File: src/rtl/uart_rxd.sv
// rtl/uart_rxd.sv - 8N1 UART receiver, LSB first, with one-entry valid/ready output register
// Frame errors and overruns are reported as single-cycle pulses on the STOP decision edge.
module uart_rxd #(
  parameter int bps  = 115200,
  parameter int freq = 50_000_000
) (
  input  logic       clk,
  input  logic       rst,
  input  logic       RXD,
  input  logic       ready,
  output logic       valid,
  output logic [7:0] RXD_data,
  output logic       busy,
  output logic       frame_err,
  output logic       overrun
);

  localparam int DIV  = freq / bps;
  localparam int HALF = DIV / 2;
  localparam int CW   = $clog2(DIV);

  localparam logic [CW-1:0] DIV_M1  = CW'(DIV - 1);
  localparam logic [CW-1:0] HALF_M1 = CW'(HALF - 1);

  localparam logic [2:0] S_IDLE  = 3'd0;
  localparam logic [2:0] S_START = 3'd1;
  localparam logic [2:0] S_DATA  = 3'd2;
  localparam logic [2:0] S_STOP  = 3'd3;
  localparam logic [2:0] S_BREAK = 3'd4;

  logic          rx_s1_q, rx_s2_q;
  logic [2:0]    state_q, state_d;
  logic [CW-1:0] cnt_q, cnt_d;
  logic [2:0]    idx_q, idx_d;
  logic [7:0]    sh_q, sh_d;
  logic [7:0]    data_q, data_d;
  logic          valid_q, valid_d;
  logic          ferr_q, ferr_d;
  logic          ovr_q, ovr_d;

  // Two-flop synchroniser; idles high so reset never looks like a start bit.
  always_ff @(posedge clk or posedge rst) begin
    if (rst) begin
      rx_s1_q <= 1'b1;
      rx_s2_q <= 1'b1;
    end else begin
      rx_s1_q <= RXD;
      rx_s2_q <= rx_s1_q;
    end
  end

  always_comb begin
    state_d = state_q;
    cnt_d   = cnt_q;
    idx_d   = idx_q;
    sh_d    = sh_q;
    data_d  = data_q;
    valid_d = valid_q;
    ferr_d  = 1'b0;
    ovr_d   = 1'b0;

    if (valid_q && ready) begin
      valid_d = 1'b0;
    end

    case (state_q)
      S_IDLE: begin
        if (!rx_s2_q) begin
          state_d = S_START;
          cnt_d   = '0;
        end
      end

      S_START: begin
        if (cnt_q == HALF_M1) begin
          if (!rx_s2_q) begin
            state_d = S_DATA;
            cnt_d   = '0;
            idx_d   = 3'd0;
          end else begin
            state_d = S_IDLE;
          end
        end else begin
          cnt_d = cnt_q + CW'(1);
        end
      end

      S_DATA: begin
        if (cnt_q == DIV_M1) begin
          sh_d  = {rx_s2_q, sh_q[7:1]};
          cnt_d = '0;
          idx_d = idx_q + 3'd1;
          if (idx_q == 3'd7) begin
            state_d = S_STOP;
          end
        end else begin
          cnt_d = cnt_q + CW'(1);
        end
      end

      S_STOP: begin
        if (cnt_q == DIV_M1) begin
          cnt_d = '0;
          if (rx_s2_q) begin
            // A same-edge accept frees the slot, so only an unconsumed byte is lost.
            data_d  = sh_q;
            valid_d = 1'b1;
            ovr_d   = valid_q && !ready;
            state_d = S_IDLE;
          end else begin
            ferr_d  = 1'b1;
            state_d = S_BREAK;
          end
        end else begin
          cnt_d = cnt_q + CW'(1);
        end
      end

      S_BREAK: begin
        if (rx_s2_q) begin
          state_d = S_IDLE;
        end
      end

      default: begin
        state_d = S_IDLE;
      end
    endcase
  end

  always_ff @(posedge clk or posedge rst) begin
    if (rst) begin
      state_q <= S_IDLE;
      cnt_q   <= '0;
      idx_q   <= 3'd0;
      sh_q    <= 8'h00;
      data_q  <= 8'h00;
      valid_q <= 1'b0;
      ferr_q  <= 1'b0;
      ovr_q   <= 1'b0;
    end else begin
      state_q <= state_d;
      cnt_q   <= cnt_d;
      idx_q   <= idx_d;
      sh_q    <= sh_d;
      data_q  <= data_d;
      valid_q <= valid_d;
      ferr_q  <= ferr_d;
      ovr_q   <= ovr_d;
    end
  end

  assign valid     = valid_q;
  assign RXD_data  = data_q;
  assign busy      = (state_q != S_IDLE);
  assign frame_err = ferr_q;
  assign overrun   = ovr_q;

endmodule

File: config.mk
export PLATFORM = sky130hd
export DESIGN_NAME = uart_rxd
export DESIGN_NICKNAME = d
export VERILOG_FILES = /design/src/rtl/uart_rxd.sv
export SDC_FILE = /design/constraint.sdc
export NUM_CORES = 1
export LEC_CHECK = 0
export CORE_MARGIN = 10
export CORE_UTILIZATION = 63
export CTS_BUF_LIST = sky130_fd_sc_hd__clkbuf_2 sky130_fd_sc_hd__clkbuf_4 sky130_fd_sc_hd__clkbuf_8
export DETAILED_ROUTE_END_ITERATION = 8
export GPL_TIMING_DRIVEN = 0
export PLACE_DENSITY_LB_ADDON = 0.15
export SYNTH_ARGS = -nofsm -noshare
export SYNTH_HDL_FRONTEND = slang
export SYNTH_SLANG_ARGS = --single-unit
File: constraint.sdc
create_clock -name clk -period 5.5 [get_ports clk]
set_input_delay 0.55 -clock clk [delete_from_list [all_inputs] [get_ports clk]]
set_output_delay 0.55 -clock clk [all_outputs]
set_load 0.1 [all_outputs]
# ---- Word-level counts from Yosys, hierarchy flattened
# Index checks and enable logic that the tools add are counted.
dict set report classes {
  add_sub_neg 2
  eq_ne 14
  muxes 27
  n_reduce_logical 12
}
# op n
set op_table {}
lappend op_table {{$mux W3} 10}
lappend op_table {{$mux W9} 3}
lappend op_table {{$pmux W9 S3} 1}
lappend op_table {{$pmux W3 S5} 1}
lappend op_table {{$ne A2 B2 Y1 const B} 7}
lappend op_table {{$mux W1} 10}
lappend op_table {{$add A9 B1 Y9 const B} 1}
lappend op_table {{$eq A9 B8 Y1 const B} 1}
lappend op_table {{$eq A9 B9 Y1 const B} 1}
lappend op_table {{$eq A3 B2 Y1 const B} 2}
lappend op_table {{$eq A3 B3 Y1 const B} 2}
lappend op_table {{$pmux W3 S2} 1}
lappend op_table {{$reduce_and A6 Y1} 1}
lappend op_table {{$reduce_bool A3 Y1} 2}
lappend op_table {{$reduce_and A4 Y1} 1}
lappend op_table {{$add A3 B1 Y3 const B} 1}
lappend op_table {{$eq A3 B1 Y1 const B} 1}
lappend op_table {{$logic_not A3 Y1} 1}
lappend op_table {{$reduce_and A3 Y1} 1}
lappend op_table {{$logic_and A1 B1 Y1} 2}
lappend op_table {{$mux W2} 1}
lappend op_table {{$reduce_and A2 Y1} 1}
lappend op_table {{$reduce_bool A2 Y1} 1}
lappend op_table {{$reduce_or A2 Y1} 1}
lappend op_table {{$logic_not A1 Y1} 1}
dict set report totals {
  regBits 36
  inputBits 4
  output_inout_bits 12
}

# ---- Longest topological paths before layout
dict set report depth {
  ltp_word 5
  mapped_depth 7
  depth_no_buf 6
}

# ---- Least setup slack after synthesis
# Ideal clock, no wire load.
dict set report synth_path {
  kind {register to output}
  start {reg state_q[0]}
  end {out busy}
  t_arrival_ps 1330
  t_required_ps 4950
  slack_ps 3620
  stages_incl_launch_ff 3
  cell_sequence {dfrtp_1 > buf_2 > or3_1}
}
dict set report synth_between {
  elab_chain_cells 1
}
# element line
set synth_lines {}
lappend synth_lines {{from (decl)} 32} ;# logic [2:0] state_q, state_d;
lappend synth_lines {{from (signal assigned)} 142} ;# state_q <= state_d;
lappend synth_lines {{$reduce_bool A3 Y1} 155} ;# assign busy = (state_q != S_IDLE);
lappend synth_lines {{to (decl)} 13} ;# output logic busy,
# Every way passes these cells.

# ---- Worst setup path in the final report
# Ends and elaborated chain as after synthesis.

==> run_results.csv <==
group,metric,value,unit
status,status,"finished, final reports clean",
synth,async_flop_share,100,%
timing,hold_ws,0.363,ns
critical_path,crit_start,"state_q[0]",
route,ant_nets,0,
global_route,overflow,0,
critical_path,critPathMaxFanout,10,
critical_path,path_class,"reg -> out",
power_and_ir_drop,combPwrFrac,2.4,%
timing,rsz0062_at_grt,"no",
synth,syn_nets,154,
power_and_ir_drop,power_density,216,nW/um^2
synth,synth_most_common_cell,"dfrtp_1",
clock_tree,clkLatencyLatePin,0.35,ns
clock_tree,cts.clk_slew.worst_paths,0.12,ns
power_and_ir_drop,power_frac_clock,36.2,%
timing,period_needed,2.88,ns
synth,synth-warning-count,0,
timing,finalSetupTns,0,ns
clock_tree,cts_tree,"done",
clock_tree,cts_sinks,36,
synth,synth.avg_cell_area,12.0,sq um
die,die_w,72.5,um
cells_and_area,area.growth.synth_to_final,15.8,%
clock_tree,cts_buffer_depth,2,
critical_path,ff2ff_setup_slack,3.46,ns
synth,ys_ff_latch,36,
power_and_ir_drop,peakVddDrop,0.000223,V
critical_path,crit_chain,"buf_2 -> or3_1 -> clkdlybuf4s50_1",
die,io_pins,16,
clock_tree,holdBufCountCts,0,
synth,synthFlopType,"dfrtp_1",
critical_path,cpMaxStageDelayCell,"clkdlybuf4s50_1",
critical_path,rr_startpoint,"cnt_q[1]",
critical_path,rr_worst_depth,7,
hold_path,holdCritPathClass,"reg -> reg",
die,core_region_area,2540,sq um
route,avgViaCountPerCell,6.01,
synth,ys_seq_area_share,52.1,%
route,first_pass_iters,4,
route,drt_iter0_markers,80,
synth,synth_cells,145,
route,drc,0,
cells_and_area,final_nets,177,
die,start_util,68.2,%
global_route,grt_pass1_vias,1195,
critical_path,critPathCapture,"busy",
timing,finalCritPeriodShare,52.4,%
clock_tree,cts_resized,0,
timing,slew_headroom,33.4,%
timing,worstMarginPinSlew,0.996,ns
timing,setup_viol,0,
cells_and_area,antenna_cells,0,
synth,synth_cell_types,43,
clock_tree,post_cts_buffers,0,
clock_tree,clock-root-buffer,"clkbuf_4",
cells_and_area,fin_util,79.0,%
critical_path,cp_top_family,"buffers and inverters",
synth,synth_area_leader_cell,"dfrtp_1",
power_and_ir_drop,power.share.switching,22.3,%
die,dieArea,5250,sq um
critical_path,arrival,2.33,ns
route,wl,3.40,mm
power_and_ir_drop,internal-power,0.000338,W
global_route,grt_use_total,13.8,%
timing,timing.fmax,0.347,GHz
synth,synth_area,1740,sq um
placed_design,hpwlAfterDp,2.46,mm
critical_path,rr_endpoint,"RXD_data[3]",
timing,finClkSkew,0.0146,ns
clock_tree,htreeDepth,2,
power_and_ir_drop,p_leak,0.934,nW
critical_path,endpoint_kind,"output port",
synth,synth_edf_count,0,
route,wire_per_inst,17.1,um
cells_and_area,drive_gt1_share,24.9,%
global_route,grt_max_degree,37,
placed_design,gp_congestion,0.786,
die,die_y,72.5,um
critical_path,worst-path-stages,3,
clock_tree,numCtsBuffers,5,
cells_and_area,final_cells,199,
critical_path,required,4.95,ns
critical_path,crit_buf_inv,2,
placed_design,post-place-cells,190,
job,drv_cap,0,
critical_path,start_kind,"flop",
route,dr_total_vias,1196,
global_route,antenna_found_initial,0,
timing,hold_viol,0,
synth,ys_top_cells_by_count,"dfrtp_1, mux2_2, inv_1",
placed_design,port_buffers,15,
critical_path,slowest_delay,0.97,ns
power_and_ir_drop,p_seq_share,61.4,%
synth,yosys.area.top_type_share,49.0,%
synth,synthTopCellsByArea,"dfrtp_1, mux2_2, ha_1",
power_and_ir_drop,p_switching,0.0000966,W
global_route,grt_pass1_wl,5.73,mm
die,rows,18,
timing,drv_slew,0,
==> state kept, by name (all words and copies together), names as in the netlist <==
register   cells
cnt_q          9
RXD_data       8
sh_q           8
idx_q          3
state_q        3
frame_err      1
overrun        1
rx_s1_q        1
rx_s2_q        1
valid          1
==> worst min-delay path by stage <==
stage	from	endpoint	cells past startpoint
6_report	rx_s1_q	rx_s2_q	0
5_1_grt	rx_s1_q	rx_s2_q	0
4_1_cts	rx_s1_q	rx_s2_q	0
3_5_place_dp	rx_s1_q	rx_s2_q	0
3_3_place_gp	rx_s1_q	rx_s2_q	0
2_1_floorplan	rx_s1_q	rx_s2_q	0
==> layer usage <==
| layer | wire length [um] | GRT usage [%] | vias to the layer above |
|---|---|---|---|
| li1 | - | - | 571 |
| met1 | 1430 | 16.1 | 589 |
| met5 | 0 | 0 | - |
| met4 | 63 | 5.70 | 0 |
| met2 | 1740 | 22.8 | 29 |
| met3 | 171 | 4.35 | 7 |
==> power groups by stage <==
stage / clock network [W] / logic (W) / registers [W]
after floorplan: 0 / 0.00000517 / 0.000271
after global placement: 0 / 0.00000846 / 0.000272
after detailed placement: 0 / 0.00000885 / 0.000272
after CTS: 0.000158 / 0.00000888 / 0.000267
after global routing: 0.000168 / 0.0000114 / 0.000267
final: 0.000157 / 0.0000102 / 0.000267
==> final cells by class <==
type,count,area (sq um)
Sequential cell,36,903
Buffer,5,32.5
Clock inverter,1,7.51
Inverter,13,48.8
Fill cell,152,536
Timing Repair Buffer,16,170
Clock buffer,7,58.8
Tap cell,30,37.5
Multi-Input combinational cell,91,751
==> cell families (layout without fill, tap and decap cells) <==
| group | after synthesis | count (layout) | synth area share, % |
|---|---|---|---|
| compound gates | 29 | 29 | 11.8 |
| xor+xnor | 1 | 1 | 0.505 |
| fa+ha+maj | 5 | 5 | 3.60 |
| buf+inv | 18 | 42 | 4.69 |
| flops | 36 | 36 | 52.1 |
| mux | 19 | 19 | 12.3 |
| simple gates | 37 | 37 | 15.1 |
==> placed cells by master (no fill, tap or decap), types with 2 or more instances in the layout <==
cell / count
o31ai_1: 2
o221ai_1: 4
mux2_2: 18
nand2b_1: 2
clkdlybuf4s50_1: 15
buf_2: 2
ha_1: 5
a21oi_1: 4
o21ai_1: 3
and3_1: 2
o22ai_1: 3
o21ai_0: 6
clkbuf_4: 6
nor2_1: 5
nor2b_1: 2
inv_1: 12
a21o_1: 2
dfstp_2: 2
nand3_1: 3
nand2_1: 4
nor3_1: 6
dfrtp_1: 34
==> stage by stage <==
step | power [W] | area [sq um] | worst slack [ns]
after floorplan | 0.000277 | 1740 | 3.62
after global placement | 0.000280 | 1920 | 3.01
after detailed placement | 0.000281 | 1920 | 3.00
after CTS | 0.000434 | 1990 | 2.61
after global routing | 0.000447 | 2010 | 2.51
final | 0.000434 | 2010 | 2.62
Note: power is estimated with default switching activity, not from simulation.
